`config.mk`:
```
export PLATFORM = sky130hd
export DESIGN_NAME = command_stream_encoder
export DESIGN_NICKNAME = d
export VERILOG_FILES = /design/src/rtl/command_stream_encoder_pkg.sv /design/src/rtl/command_stream_encoder_skid.sv /design/src/rtl/command_stream_encoder.sv
export SDC_FILE = /design/constraint.sdc
export NUM_CORES = 1
export LEC_CHECK = 0
export CORE_ASPECT_RATIO = 0.5
export CORE_MARGIN = 2
export CORE_UTILIZATION = 43
export CTS_CLUSTER_DIAMETER = 100
export CTS_CLUSTER_SIZE = 14
export DETAILED_ROUTE_END_ITERATION = 8
export PLACE_DENSITY = 0.76
export SETUP_SLACK_MARGIN = 0.3
export SLEW_MARGIN = 10
export SYNTH_ARGS = -nofsm -noshare
export SYNTH_HDL_FRONTEND = slang
export SYNTH_SLANG_ARGS = --single-unit
```
`constraint.sdc`:
```
create_clock -name aclk -period 2.7 [get_ports aclk]
set_input_delay 0.405 -clock aclk [delete_from_list [all_inputs] [get_ports aclk]]
set_output_delay 0.405 -clock aclk [all_outputs]
set_load 0.05 [all_outputs]
```
`src/rtl/command_stream_encoder_pkg.sv`:
```
// Shared rasterizer command definitions: opcode layout, texture size encodings,
// encoder state type and helpers for header packing and payload word counts.
package command_stream_encoder_pkg;

    localparam int OP_SIZE     = 4;
    localparam int OP_IMM_SIZE = 24;
    localparam int OP_POS      = 28;

    typedef enum logic [OP_SIZE-1:0] {
        NOP_STREAM      = 4'd0,
        TRIANGLE_STREAM = 4'd1,
        TEXTURE_STREAM  = 4'd2,
        RENDER_CONFIG   = 4'd3,
        FRAMEBUFFER     = 4'd4
    } op_e;

    localparam int TEXTURE_STREAM_SIZE_POS  = 0;
    localparam int TEXTURE_STREAM_SIZE_SIZE = 4;
    localparam int TEXTURE_STREAM_MODE_POS  = 4;

    localparam logic [TEXTURE_STREAM_SIZE_SIZE-1:0] TEX_SIZE_32  = 4'd1;
    localparam logic [TEXTURE_STREAM_SIZE_SIZE-1:0] TEX_SIZE_64  = 4'd2;
    localparam logic [TEXTURE_STREAM_SIZE_SIZE-1:0] TEX_SIZE_128 = 4'd3;
    localparam logic [TEXTURE_STREAM_SIZE_SIZE-1:0] TEX_SIZE_256 = 4'd4;

    typedef enum logic [2:0] {
        ST_IDLE    = 3'd0,
        ST_HEADER  = 3'd1,
        ST_PAYLOAD = 3'd2,
        ST_PAD     = 3'd3,
        ST_DRAIN   = 3'd4
    } enc_state_e;

    function automatic logic [31:0] build_header(input logic [OP_SIZE-1:0]     op,
                                                 input logic [OP_IMM_SIZE-1:0] imm);
        logic [31:0] hdr;
        hdr = 32'd0;
        hdr[OP_POS +: OP_SIZE] = op;
        hdr[OP_IMM_SIZE-1:0]   = imm;
        return hdr;
    endfunction

    // Texture sizes are in bytes (size*size*2) before division by the bus byte width.
    function automatic logic [31:0] payload_words(input logic [OP_SIZE-1:0]     op,
                                                  input logic [OP_IMM_SIZE-1:0] imm,
                                                  input int unsigned            bus_width);
        logic [31:0]                         words;
        logic [31:0]                         imm_ext;
        logic [TEXTURE_STREAM_SIZE_SIZE-1:0] size_code;
        logic [31:0]                         shift;
        shift     = (bus_width == 32'd16) ? 32'd1 : 32'd2;
        imm_ext   = {{(32-OP_IMM_SIZE){1'b0}}, imm};
        size_code = imm[TEXTURE_STREAM_SIZE_POS +: TEXTURE_STREAM_SIZE_SIZE];
        case (op)
            TRIANGLE_STREAM: words = imm_ext >> shift;
            TEXTURE_STREAM: begin
                case (size_code)
                    TEX_SIZE_32:  words = 32'd2048   >> shift;
                    TEX_SIZE_64:  words = 32'd8192   >> shift;
                    TEX_SIZE_128: words = 32'd32768  >> shift;
                    TEX_SIZE_256: words = 32'd131072 >> shift;
                    default:      words = 32'd0;
                endcase
            end
            RENDER_CONFIG:   words = 32'd1;
            default:         words = 32'd0;
        endcase
        return words;
    endfunction

endpackage

```
`src/rtl/command_stream_encoder_skid.sv`:
```
// One-entry registered AXI-Stream stage; accepts a new word whenever empty or
// while the held word is being taken downstream.
module axis_skid_register #(
    parameter int DATA_WIDTH = 32
) (
    input  logic                  aclk,
    input  logic                  resetn,
    input  logic                  s_axis_tvalid,
    output logic                  s_axis_tready,
    input  logic                  s_axis_tlast,
    input  logic [DATA_WIDTH-1:0] s_axis_tdata,
    output logic                  m_axis_tvalid,
    input  logic                  m_axis_tready,
    output logic                  m_axis_tlast,
    output logic [DATA_WIDTH-1:0] m_axis_tdata
);

    logic                  valid_r;
    logic                  last_r;
    logic [DATA_WIDTH-1:0] data_r;

    assign s_axis_tready = !valid_r || m_axis_tready;
    assign m_axis_tvalid = valid_r;
    assign m_axis_tlast  = last_r;
    assign m_axis_tdata  = data_r;

    // Output holding register; contents only change when empty or being accepted.
    always_ff @(posedge aclk) begin
        if (!resetn) begin
            valid_r <= 1'b0;
            last_r  <= 1'b0;
            data_r  <= '0;
        end else if (s_axis_tready) begin
            valid_r <= s_axis_tvalid;
            if (s_axis_tvalid) begin
                last_r <= s_axis_tlast;
                data_r <= s_axis_tdata;
            end
        end
    end

endmodule

```
`src/rtl/command_stream_encoder.sv`:
```
// Turns high-level requests into a header word plus an exactly sized payload,
// padding short payloads and dropping excess words.
module command_stream_encoder
    import command_stream_encoder_pkg::*;
#(
    parameter int CMD_STREAM_WIDTH = 32,
    parameter int COUNTER_WIDTH    = 17
) (
    input  logic                        aclk,
    input  logic                        resetn,
    input  logic                        s_req_valid,
    output logic                        s_req_ready,
    input  logic [OP_SIZE-1:0]          s_req_op,
    input  logic [OP_IMM_SIZE-1:0]      s_req_imm,
    input  logic                        s_payload_axis_tvalid,
    output logic                        s_payload_axis_tready,
    input  logic                        s_payload_axis_tlast,
    input  logic [CMD_STREAM_WIDTH-1:0] s_payload_axis_tdata,
    output logic                        m_cmd_axis_tvalid,
    input  logic                        m_cmd_axis_tready,
    output logic                        m_cmd_axis_tlast,
    output logic [CMD_STREAM_WIDTH-1:0] m_cmd_axis_tdata,
    output logic                        errPayloadShort,
    output logic                        errPayloadLong,
    input  logic                        errClear,
    output logic                        busy
);

    localparam logic [COUNTER_WIDTH-1:0] CNT_ZERO = '0;
    localparam logic [COUNTER_WIDTH-1:0] CNT_ONE  = COUNTER_WIDTH'(1);

    enc_state_e                  state_r, state_s;
    logic [COUNTER_WIDTH-1:0]    cnt_r, cnt_s;
    logic                        long_r, long_s;
    logic                        err_short_r, err_long_r;
    logic                        set_short_s, set_long_s;
    logic [COUNTER_WIDTH-1:0]    req_words_s;
    logic [CMD_STREAM_WIDTH-1:0] header_s;
    logic                        skid_valid_s, skid_ready_s, skid_last_s;
    logic [CMD_STREAM_WIDTH-1:0] skid_data_s;
    logic                        payload_ready_s;
    logic                        out_fire_s;

    assign req_words_s = COUNTER_WIDTH'(payload_words(s_req_op, s_req_imm, CMD_STREAM_WIDTH));
    assign header_s    = CMD_STREAM_WIDTH'(build_header(s_req_op, s_req_imm));
    assign out_fire_s  = m_cmd_axis_tvalid && m_cmd_axis_tready;

    assign s_req_ready           = (state_r == ST_IDLE);
    assign busy                  = (state_r != ST_IDLE);
    assign s_payload_axis_tready = payload_ready_s;
    assign errPayloadShort       = err_short_r;
    assign errPayloadLong        = err_long_r;

    axis_skid_register #(.DATA_WIDTH(CMD_STREAM_WIDTH)) u_out_reg (
        .aclk          (aclk),
        .resetn        (resetn),
        .s_axis_tvalid (skid_valid_s),
        .s_axis_tready (skid_ready_s),
        .s_axis_tlast  (skid_last_s),
        .s_axis_tdata  (skid_data_s),
        .m_axis_tvalid (m_cmd_axis_tvalid),
        .m_axis_tready (m_cmd_axis_tready),
        .m_axis_tlast  (m_cmd_axis_tlast),
        .m_axis_tdata  (m_cmd_axis_tdata)
    );

    // Next-state, word counter and output-stage push decisions.
    always_comb begin
        state_s         = state_r;
        cnt_s           = cnt_r;
        long_s          = long_r;
        skid_valid_s    = 1'b0;
        skid_last_s     = 1'b0;
        skid_data_s     = '0;
        payload_ready_s = 1'b0;
        set_short_s     = 1'b0;
        set_long_s      = 1'b0;
        case (state_r)
            ST_IDLE: begin
                if (s_req_valid) begin
                    skid_valid_s = 1'b1;
                    skid_data_s  = header_s;
                    skid_last_s  = (req_words_s == CNT_ZERO);
                    cnt_s        = req_words_s;
                    long_s       = 1'b0;
                    state_s      = ST_HEADER;
                end else begin
                    state_s = ST_IDLE;
                end
            end
            ST_HEADER: begin
                if (out_fire_s) begin
                    state_s = (cnt_r != CNT_ZERO) ? ST_PAYLOAD : ST_IDLE;
                end else begin
                    state_s = ST_HEADER;
                end
            end
            ST_PAYLOAD: begin
                if (cnt_r != CNT_ZERO) begin
                    payload_ready_s = skid_ready_s;
                    skid_valid_s    = s_payload_axis_tvalid && skid_ready_s;
                    skid_data_s     = s_payload_axis_tdata;
                    skid_last_s     = (cnt_r == CNT_ONE);
                    if (skid_valid_s) begin
                        cnt_s = cnt_r - CNT_ONE;
                        if (cnt_r == CNT_ONE) begin
                            set_long_s = !s_payload_axis_tlast;
                            long_s     = !s_payload_axis_tlast;
                        end else if (s_payload_axis_tlast) begin
                            set_short_s = 1'b1;
                            state_s     = ST_PAD;
                        end else begin
                            state_s = ST_PAYLOAD;
                        end
                    end else begin
                        state_s = ST_PAYLOAD;
                    end
                end else if (out_fire_s) begin
                    // Counter exhausted: leave once the final word is taken downstream.
                    state_s = long_r ? ST_DRAIN : ST_IDLE;
                end else begin
                    state_s = ST_PAYLOAD;
                end
            end
            ST_PAD: begin
                if (cnt_r != CNT_ZERO) begin
                    skid_valid_s = skid_ready_s;
                    skid_last_s  = (cnt_r == CNT_ONE);
                    if (skid_valid_s) begin
                        cnt_s = cnt_r - CNT_ONE;
                    end else begin
                        cnt_s = cnt_r;
                    end
                end else if (out_fire_s) begin
                    state_s = ST_IDLE;
                end else begin
                    state_s = ST_PAD;
                end
            end
            ST_DRAIN: begin
                payload_ready_s = 1'b1;
                if (s_payload_axis_tvalid && s_payload_axis_tlast) begin
                    state_s = ST_IDLE;
                end else begin
                    state_s = ST_DRAIN;
                end
            end
            default: begin
                state_s = ST_IDLE;
            end
        endcase
    end

    // State, counter and sticky error registers; a set beats a same-cycle clear.
    always_ff @(posedge aclk) begin
        if (!resetn) begin
            state_r     <= ST_IDLE;
            cnt_r       <= CNT_ZERO;
            long_r      <= 1'b0;
            err_short_r <= 1'b0;
            err_long_r  <= 1'b0;
        end else begin
            state_r     <= state_s;
            cnt_r       <= cnt_s;
            long_r      <= long_s;
            err_short_r <= set_short_s || (err_short_r && !errClear);
            err_long_r  <= set_long_s  || (err_long_r  && !errClear);
        end
    end

endmodule

```
After elaboration in Yosys (flattened, before gate mapping)
Cells that the tools add are included.
- reduce and logical (&&, ||, !) cells: 22
- multiplexer cells: 46
- add/sub/neg operators: 1
- equal/unequal tests: 20
- operators by type and width (cell ; number):
    17-bit case mux with 3 select lines ; 2
    17-bit 2-to-1 mux ; 5
    32-bit 2-to-1 mux ; 2
    16-bit case mux with 4 select lines ; 1
    32-bit case mux with 2 select lines ; 1
    3-bit 2-to-1 mux ; 7
    1-bit 2-to-1 mux ; 20
    17-bit by 1-bit == test with 1-bit output, second input constant ; 1
    17-bit logical NOT ; 1
    17-bit nonzero test ; 1
    17-bit by 1-bit subtractor with 17-bit output, second input constant ; 1
    4-bit by 2-bit == test with 1-bit output, second input constant ; 4
    3-bit case mux with 5 select lines ; 1
    2-bit != test, second input constant ; 7
    4-bit by 1-bit == test with 1-bit output, second input constant ; 2
    3-bit by 2-bit == test with 1-bit output, second input constant ; 2
    2-bit 2-to-1 mux ; 3
    1-bit case mux with 2 select lines ; 3
    6-bit AND reduction ; 1
    3-bit nonzero test ; 2
    1-bit logical AND ; 5
    5-bit AND reduction ; 1
    4-bit by 3-bit == test with 1-bit output, second input constant ; 1
    4-bit != test, second input constant ; 1
    other kinds (9) ; 14
- register bits after elaboration: 57
- logic and storage cells: 97
- output and inout bits: 39

Longest topological paths before layout
Gate-level depths: netlist (run 1).
- word-level depth: 7
- mapped depth: 9
- depth with buffers taken out: 7

Cells and area by module
From an unflattened synthesis (run 1), not the netlist that was laid out.
- cell total of the unflattened synthesis: 406
- area total of the unflattened synthesis: 3367.0 sq um
- modules (own cells, without submodules) (module ; cells an instance ; times used ; area an instance (sq um)):
    command_stream_encoder ; 258 ; 1 ; 1971.9
    axis_skid_register ; 148 ; 1 ; 1395.1

Worst setup path before layout (run 1)
OpenSTA, ideal clock, no wires.
- kind: register to output
- start point: reg cnt_r[0]
- end point: out s_payload_axis_tready
- data required time: 2.295 ns
- arrival: 2.030 ns
- stages on the path, launching flop included: 8
- slack: 0.265 ns
- cells stage by stage: dfxtp_1 inv_1 ha_1 nor3b_1 nand3_1 o21ai_0 nand2b_1 a21oi_1
- longest elaborated chain between the ends: 3
- RTL lines (item ; RTL line ; text):
    from (decl) ; command_stream_encoder.sv:33 ; logic [COUNTER_WIDTH-1:0] cnt_r, cnt_s;
    from (signal assigned) ; command_stream_encoder.sv:164 ; cnt_r <= cnt_s;
    17-bit nonzero test ; command_stream_encoder.sv:99 ; if (cnt_r != CNT_ZERO) begin
    1-bit 2-to-1 mux ; command_stream_encoder.sv:99 ;
    1-bit case mux with 2 select lines ; command_stream_encoder.sv:78 ; case (state_r)
    to (decl) ; command_stream_encoder.sv:16 ; output logic s_payload_axis_tready,
No other way between the ends.

Final worst setup path (run 1)
- start point: reg cnt_r[12]
- end point: out s_payload_axis_tready
Same word-level chain as after synthesis.

==> metrics.txt, run 1 <==
Lkg Pwr=1.80 nW; Util after Layout=roughly two thirds; final setup fails=0; Vias=3658; dominant cell type by area after synthesis=dfxtp_1; Yosys top cell area share=between 30% and 40%; Synthesis Warnings=0; Power Density=a little over 600 nW/µm²; initial antenna violation count=0; CP bufs+invs=1; root buffer cell=clkbuf_16; Critical Path Max Stage Delay=0.53 ns; library cells used by synthesis=53; DR WL/cell=between 15 and 20 µm; # DRC=0; DPL Wire Length=~7400 µm; CTS tree=yes; largest net degree at the start of global routing=slightly above 50; GPL Wtd Cong=0.942; setup TNS=0 ns; WL final=~11000 µm; fin nets=566; hold buffer count at cts=0; post-synthesis cell area=approximately 3200 µm²; Tcrit/Tclk final=between 90% and 100%; final hold viol count=0; Top FF cell, synth=dfxtp_1; H-tree depth=3; status=finished clean; # diodes=0; Peak Freq=~0.41 GHz; syn avg cell area=a little over 8 µm²; Die Y=64.7 µm; Highest Signal Layer=met4; area growth from synthesis to layout=53.0%; Vias/cell=about 6.1; latest clock arrival within the worst-skew pair=~0.33 ns; EDFF count, synth=0; unrepaired setup endpoints after global routing=yes; total gr overflow=0; die area=between 8000 and 9000 µm²; Initial Utilization=between 40% and 50%; vias in the first global route=between 3k and 4k; Post-Synthesis Cells=about 380; MaxCap Viol Count=0; Slowest-stage cell, CP=or4_4; row cnt=22; met2 wire length=4820 µm; # IOs=between 100 and 150; Slew Limit Fails=0; Initial DRC Count=around 320; worst-path cell chain=or4_4, or3_4, o21ai_4, nand2b_4, a21oi_2, buf_6; routed metal-1 wirelength=roughly 5000 µm; Rel. slew slack=roughly 44%; largest cells by area after synthesis=dfxtp_1 36%, o31ai_1 7.6%, a21oi_1 7.0%, a22oi_1 6.9%, clkbuf_1 3.3%; Worst Setup End Kind=output pin; Worst-path clk slew=approximately 0.05 ns; GR Util All Layers=roughly a quarter; worst slew pin tran=around 0.83 ns; register bit count reported by yosys=57; post-route ant nets=0; WP data arrival=about 2 ns; clock tree buffer depth=2; first-pass GRT wire length=approximately 17000 µm; sequential area share after synthesis=36.0%; Crit Path Max Fanout=4; Die Wd=125 µm; CTS Buf Count=9; CORE AREA=roughly 7200 µm²; Tmin final=between 2 and 2.5 ns; critical path data required time=2.30 ns; CP Launch Type=flop; worst vdd ir=between 0.3 and 0.4 mV; share of cells above drive strength 1=between 10 and 15%; Crit Path Category=reg2out; share of flip-flops with an asynchronous set or reset=0%; routed wl met3=between 700 and 800 µm; CTS sink cnt=57; Synth Net Count=453; Tightest Hold Check Type=reg2reg; first-pass iteration count of the detailed router=5; Port Buffers=between 100 and 150; reg-to-reg slack, setup=between 0.2 and 0.3 ns; Clock Skew=approximately 0.0040 ns; Worst path top cell family by delay=simple AND/OR/NAND/NOR gates
## final cells by class
| cell class | instances | area, µm² |
|---|---|---|
| clock inverter | 2 | 60.1 |
| fill | 608 | 2390 |
| timing repair buffer | 136 | 1300 |
| inverter | 4 | 15.0 |
| sequential | 57 | 1150 |
| tap | 96 | 120 |
| clock buffer | 14 | 264 |
| multi-input combinational | 289 | 1940 |
## cells in the mapped netlist, drive strengths merged (8+ instances only)
master,n
a21oi,44
a22oi,29
a32o,8
clkbuf,28
dfxtp,57
nand2,23
nand3,11
nor2,15
nor2b,8
nor3,13
o21ai,12
o22ai,10
o31ai,32
## registers in the layout (all words and copies together) (netlist names)
name and count:
long_r 1, u_out_reg.m_axis_tvalid 1, errPayloadShort 1, errPayloadLong 1, u_out_reg.m_axis_tlast 1, state_r 3
cnt_r 17, u_out_reg.m_axis_tdata 32
## layer usage
layer / vias up / global-route usage, %
met3: 24 / 6.61
met5: - / 0
met1: 1737 / 35.8
met2: 164 / 41.1
met4: 0 / 8.89
li1: 1733 / -
## path summary, 6_finish.rpt
check / from / end / depth (start not counted)
worst max-delay path: cnt_r[12]$_SDFFE_PN0P_ / s_payload_axis_tready / 6
worst max register to register: cnt_r[12]$_SDFFE_PN0P_ / state_r[0]$_SDFFE_PN0P_ / 12
worst min register to register: errPayloadLong$_SDFF_PN0_ / errPayloadLong$_SDFF_PN0_ / 2
worst min-delay path: errPayloadLong$_SDFF_PN0_ / errPayloadLong$_SDFF_PN0_ / 2
## placed cells by master, fill, tap and decap left out, types with 3 or more instances in the layout
master	n
buf_4	29
a32o_1	8
clkbuf_1	3
o31ai_1	32
nand3_1	10
inv_1	4
o221ai_1	3
and2_1	7
or3_1	4
a32oi_1	7
clkbuf_16	9
o211ai_1	4
nor2_1	15
dfxtp_1	53
o211a_1	3
dfxtp_2	3
a21oi_1	42
a31oi_1	4
a21boi_0	5
o22ai_1	10
o21ai_0	11
nor3_1	10
nor4_1	5
nand2_1	22
nor2b_1	8
a22oi_1	29
clkdlybuf4s50_1	102
nand4_1	4
nor4b_1	3
nand2b_1	5
## kinds of logic (layout without fill, tap and decap cells)
| logic type | Yosys count | in the layout | synth area share (%) |
|---|---|---|---|
| and+or+nand+nor | 112 | 112 | 19.9 |
| AOI/OAI and AO/OA | 174 | 174 | 38.0 |
| DFF | 57 | 57 | 36.0 |
| adders and majority gates | 2 | 2 | 0.790 |
| xor gates and xnor gates | 1 | 1 | 0.277 |
| buffers and inverters | 38 | 156 | 4.98 |
## stage by stage
step | std cells | total power, mW | area, µm² | hold slack (ns) | worst slack (ns)
5_1_grt | 598 | 3.10 | 4840 | 0.523 | 0.201
3_5_place_dp | 570 | 1.71 | 4360 | 0.480 | 0.232
4_1_cts | 594 | 2.97 | 4780 | 0.484 | 0.185
3_3_place_gp | 570 | 1.71 | 4360 | 0.466 | 0.333
2_1_floorplan | 384 | 1.40 | 3170 | 0.443 | 0.487
6_report | 598 | 2.99 | 4840 | 0.481 | 0.241
## power by group
group	internal (mW)	switching [mW]	total, mW
Sequential	0.899	0.0462	0.946
Combinational	0.341	0.466	0.807
Clock	0.858	0.384	1.24
Total	2.10	0.896	2.99
## tightest hold or removal path: cells and delay by family (launching register included)
family	cells	cell delay (ns)
AOI/OAI and AO/OA	1	0.07
DFF	1	0.30
and+or+nand+nor	1	0.06
## timing repair
item / in CTS / in global routing
pin swaps: 4 / 6
buffers inserted: 8 / 4
gates resized for setup: 9 / 10
setup endpoints to repair: 19 / 45
Power figures use the tool's default switching activity.
==> run 2: changes to the inputs <==
==> constraint.sdc (replaced) <==
create_clock -name aclk -period 2.36 [get_ports aclk]
set_input_delay 0.354 -clock aclk [delete_from_list [all_inputs] [get_ports aclk]]
set_output_delay 0.354 -clock aclk [all_outputs]
set_load 0.05 [all_outputs]
==> run 2 against run 1 <==
The flow now finishes with violations (negative setup slack). Largest cell class unchanged. Clock-buffer cell count fell by 2. Sequential power rose by 14%. Critical endpoint unchanged. Final area rose by 14%. Power rose by 26%. Register-to-register slack got worse by 0.23 ns. Die area did not move. First-iteration DRC count rose by 51%. Final cell count rose by 3.5%.
==> metrics.txt, run 2 (synthesis results as in run 1) <==
CP Launch Type=flop; failing checks=negative setup slack; Worst R2R Path Depth=10 (-2); Peak Freq=slightly above 0.4 GHz; FF/Latch Area=1150 µm² (+0.11%); CTS sink cnt=57 (unchanged); initial antenna violation count=0 (unchanged); hold buffer count at cts=0 (unchanged); reg-to-reg slack, setup=0.05 ns (-0.23 ns); final hold viol count=0 (unchanged); WL final=13100 µm (+21%); Worst Setup End Kind=output pin; CTS tree=yes; Vias=3964 (+8.4%); first-pass GRT wire length=19400 µm (+14%); area of the multi-input gates=2240 µm² (+15%); Overall Power=3.79 mW (+26%); vias in the first global route=3570 (+5.2%); fin area=5530 µm² (+14%); Tcrit/Tclk final=103%; GPL Wtd Cong=0.936 (-0.65%); DPL Wire Length=7450 µm (+1.2%); Vias/cell=6.40 (+4.7%); Cells after DPL=584 (+2.5%); Lkg Pwr=2.03 nW (+12%); row cnt=22 (unchanged); routed wl met3=1200 µm (+53%); Crit Path Category=reg2out; share of cells above drive strength 1=25.8% (+12 points); Min-Delay Path Depth=2 (unchanged); met2 wire length=5910 µm (+23%); hold path start=errPayloadLong$_SDFF_PN0_; Highest Signal Layer=met4; # DRC=0 (unchanged); Critical R2R Launch=cnt_r[1]$_SDFFE_PN0P_; die area=8110 µm² (unchanged); # IOs=106 (unchanged); Filler cells=444 (-27%); most frequent cells in the layout=101 x clkdlybuf4s50_1, 52 x dfxtp_1, 38 x a21oi_1; Initial DRC Count=478 (+51%); H-tree depth=3 (unchanged); latest clock arrival within the worst-skew pair=0.33 ns (about the same); Slew Limit Fails=0 (unchanged); Tmin final=~2.4 ns; DR WL/cell=21.1 µm (+17%); worst vdd ir=0.374 mV (+3.4%); # diodes=0 (unchanged); MaxCap Viol Count=0 (unchanged); Die Wd=125 µm (unchanged); commonest non-fill, non-tap cell in the layout=clkdlybuf4s50_1; Finished Layout Cells=619 (+3.5%); CORE AREA=7240 µm² (unchanged); total gr overflow=0 (unchanged); worst slew pin tran=0.571 ns (-0.263 ns); Initial Utilization=43.7% (unchanged); root buffer cell=clkbuf_16; pre-CTS setup slack=0.165 ns (-0.0666 ns); fin nets=587 (+3.7%); unrepaired setup endpoints after global routing=yes; routed metal-1 wirelength=5540 µm (+10%); GR Util All Layers=30.4% (+4.1 points); Rel. slew slack=61.9% (+17 points); final setup fails=1 (+1); critical path data required time=2.01 ns (-0.29 ns); Tightest Hold Check Type=reg2reg; Worst-path clk slew=0.05 ns (about the same); Cell Area, Placed=4520 µm² (+3.7%); clock tree buffer depth=2 (unchanged); Power Density=684 nW/µm² (+11%); post-route ant nets=0 (unchanged); WHS=0.471 ns (-0.00979 ns); CTS Buf Count=9 (unchanged); Hold Path End=errPayloadLong$_SDFF_PN0_; largest net degree at the start of global routing=45 (-12%); area growth from synthesis to layout=74.8%; final setup margin=-0.0708 ns (-0.312 ns); Die Y=64.7 µm (unchanged); WP data arrival=2.08 ns (+0.03 ns); Port Buffers=105 (unchanged); Clock Skew=0.00583 ns (+0.00179 ns); first-pass iteration count of the detailed router=5 (unchanged); status=finished, violations left; Crit Path Max Fanout=3 (-1); Largest register FFs=32 (unchanged); r2r endpoint=cnt_r[15]$_SDFFE_PN0P_
==> run 2: changes by cell type in the layout (fill, tap and decap cells not counted), moves of 5 or more <==
| cell | previous run | this run |
|---|---|---|
| o31ai_1 | 32 | 18 |
| o22ai_1 | 10 | 3 |
| buf_6 | 2 | 9 |
| o31ai_2 | 0 | 11 |
| buf_12 | 1 | 6 |
==> run 2: metal layers <==
metal / vias to the layer above / track usage (%)
met4: 0 / 11.7
met5: - / 0
met2: 252 / 46.8
li1: 1782 / -
met3: 51 / 9.50
met1: 1879 / 40.1
==> run 2: area by class of cell <==
cell class	count	area share (%)
clock buffers	12	4.82
clock inverters	4	1.76
inverters	4	0.317
multi-input cells	290	40.4
flip-flops and latches	57	20.8
well taps	96	2.17
repair buffers	156	29.7
==> run 2: what timing repair did <==
action / in CTS / in global routing
gates cloned: 4 / 3
gates resized for setup: 57 / 27
pin swaps: 16 / 10
setup endpoints to repair: 23 / 57
setup buffers: 7 / 5
==> run 2: worst max-delay path by stage <==
| stage | startpoint | end | slack [ns] | depth (start not counted) |
|---|---|---|---|---|
| 5_1_grt | cnt_r[12]$_SDFFE_PN0P_ | s_payload_axis_tready | -0.09 | 6 |
| 6_report | cnt_r[11]$_SDFFE_PN0P_ | s_payload_axis_tready | -0.07 | 6 |
| 3_3_place_gp | cnt_r[12]$_SDFFE_PN0P_ | s_payload_axis_tready | 0.19 | 6 |
| 2_1_floorplan | cnt_r[11]$_SDFFE_PN0P_ | s_payload_axis_tready | 0.27 | 5 |
| 3_5_place_dp | cnt_r[12]$_SDFFE_PN0P_ | s_payload_axis_tready | 0.17 | 6 |
| 4_1_cts | cnt_r[11]$_SDFFE_PN0P_ | s_payload_axis_tready | -0.05 | 6 |
==> run 2: power by group <==
| group | total (mW) | switching, mW | internal [mW] |
|---|---|---|---|
| Sequential | 1.08 | 0.0546 | 1.03 |
| Combinational | 1.13 | 0.631 | 0.499 |
| Clock | 1.57 | 0.455 | 1.12 |
| Total | 3.79 | 1.14 | 2.64 |
==> run 2: through the flow <==
| step | TNS, ns | utilization, % |
|---|---|---|
| finish | -0.0708 | 76.4 |
| global route | -0.0868 | 76.4 |
| CTS | -0.0481 | 73.6 |
| detailed placement | 0 | 62.5 |
| global placement | 0 | 62.5 |
| floorplan | 0 | - |
==> run 2: worst max-delay path, stage by stage (launching register included) <==
cell and delay [ns]:
dfxtp_2 0.32, or4_4 0.55, or3_4 0.36, o21ai_4 0.14, nand2b_4 0.15, a21oi_4 0.05
buf_6 0.17
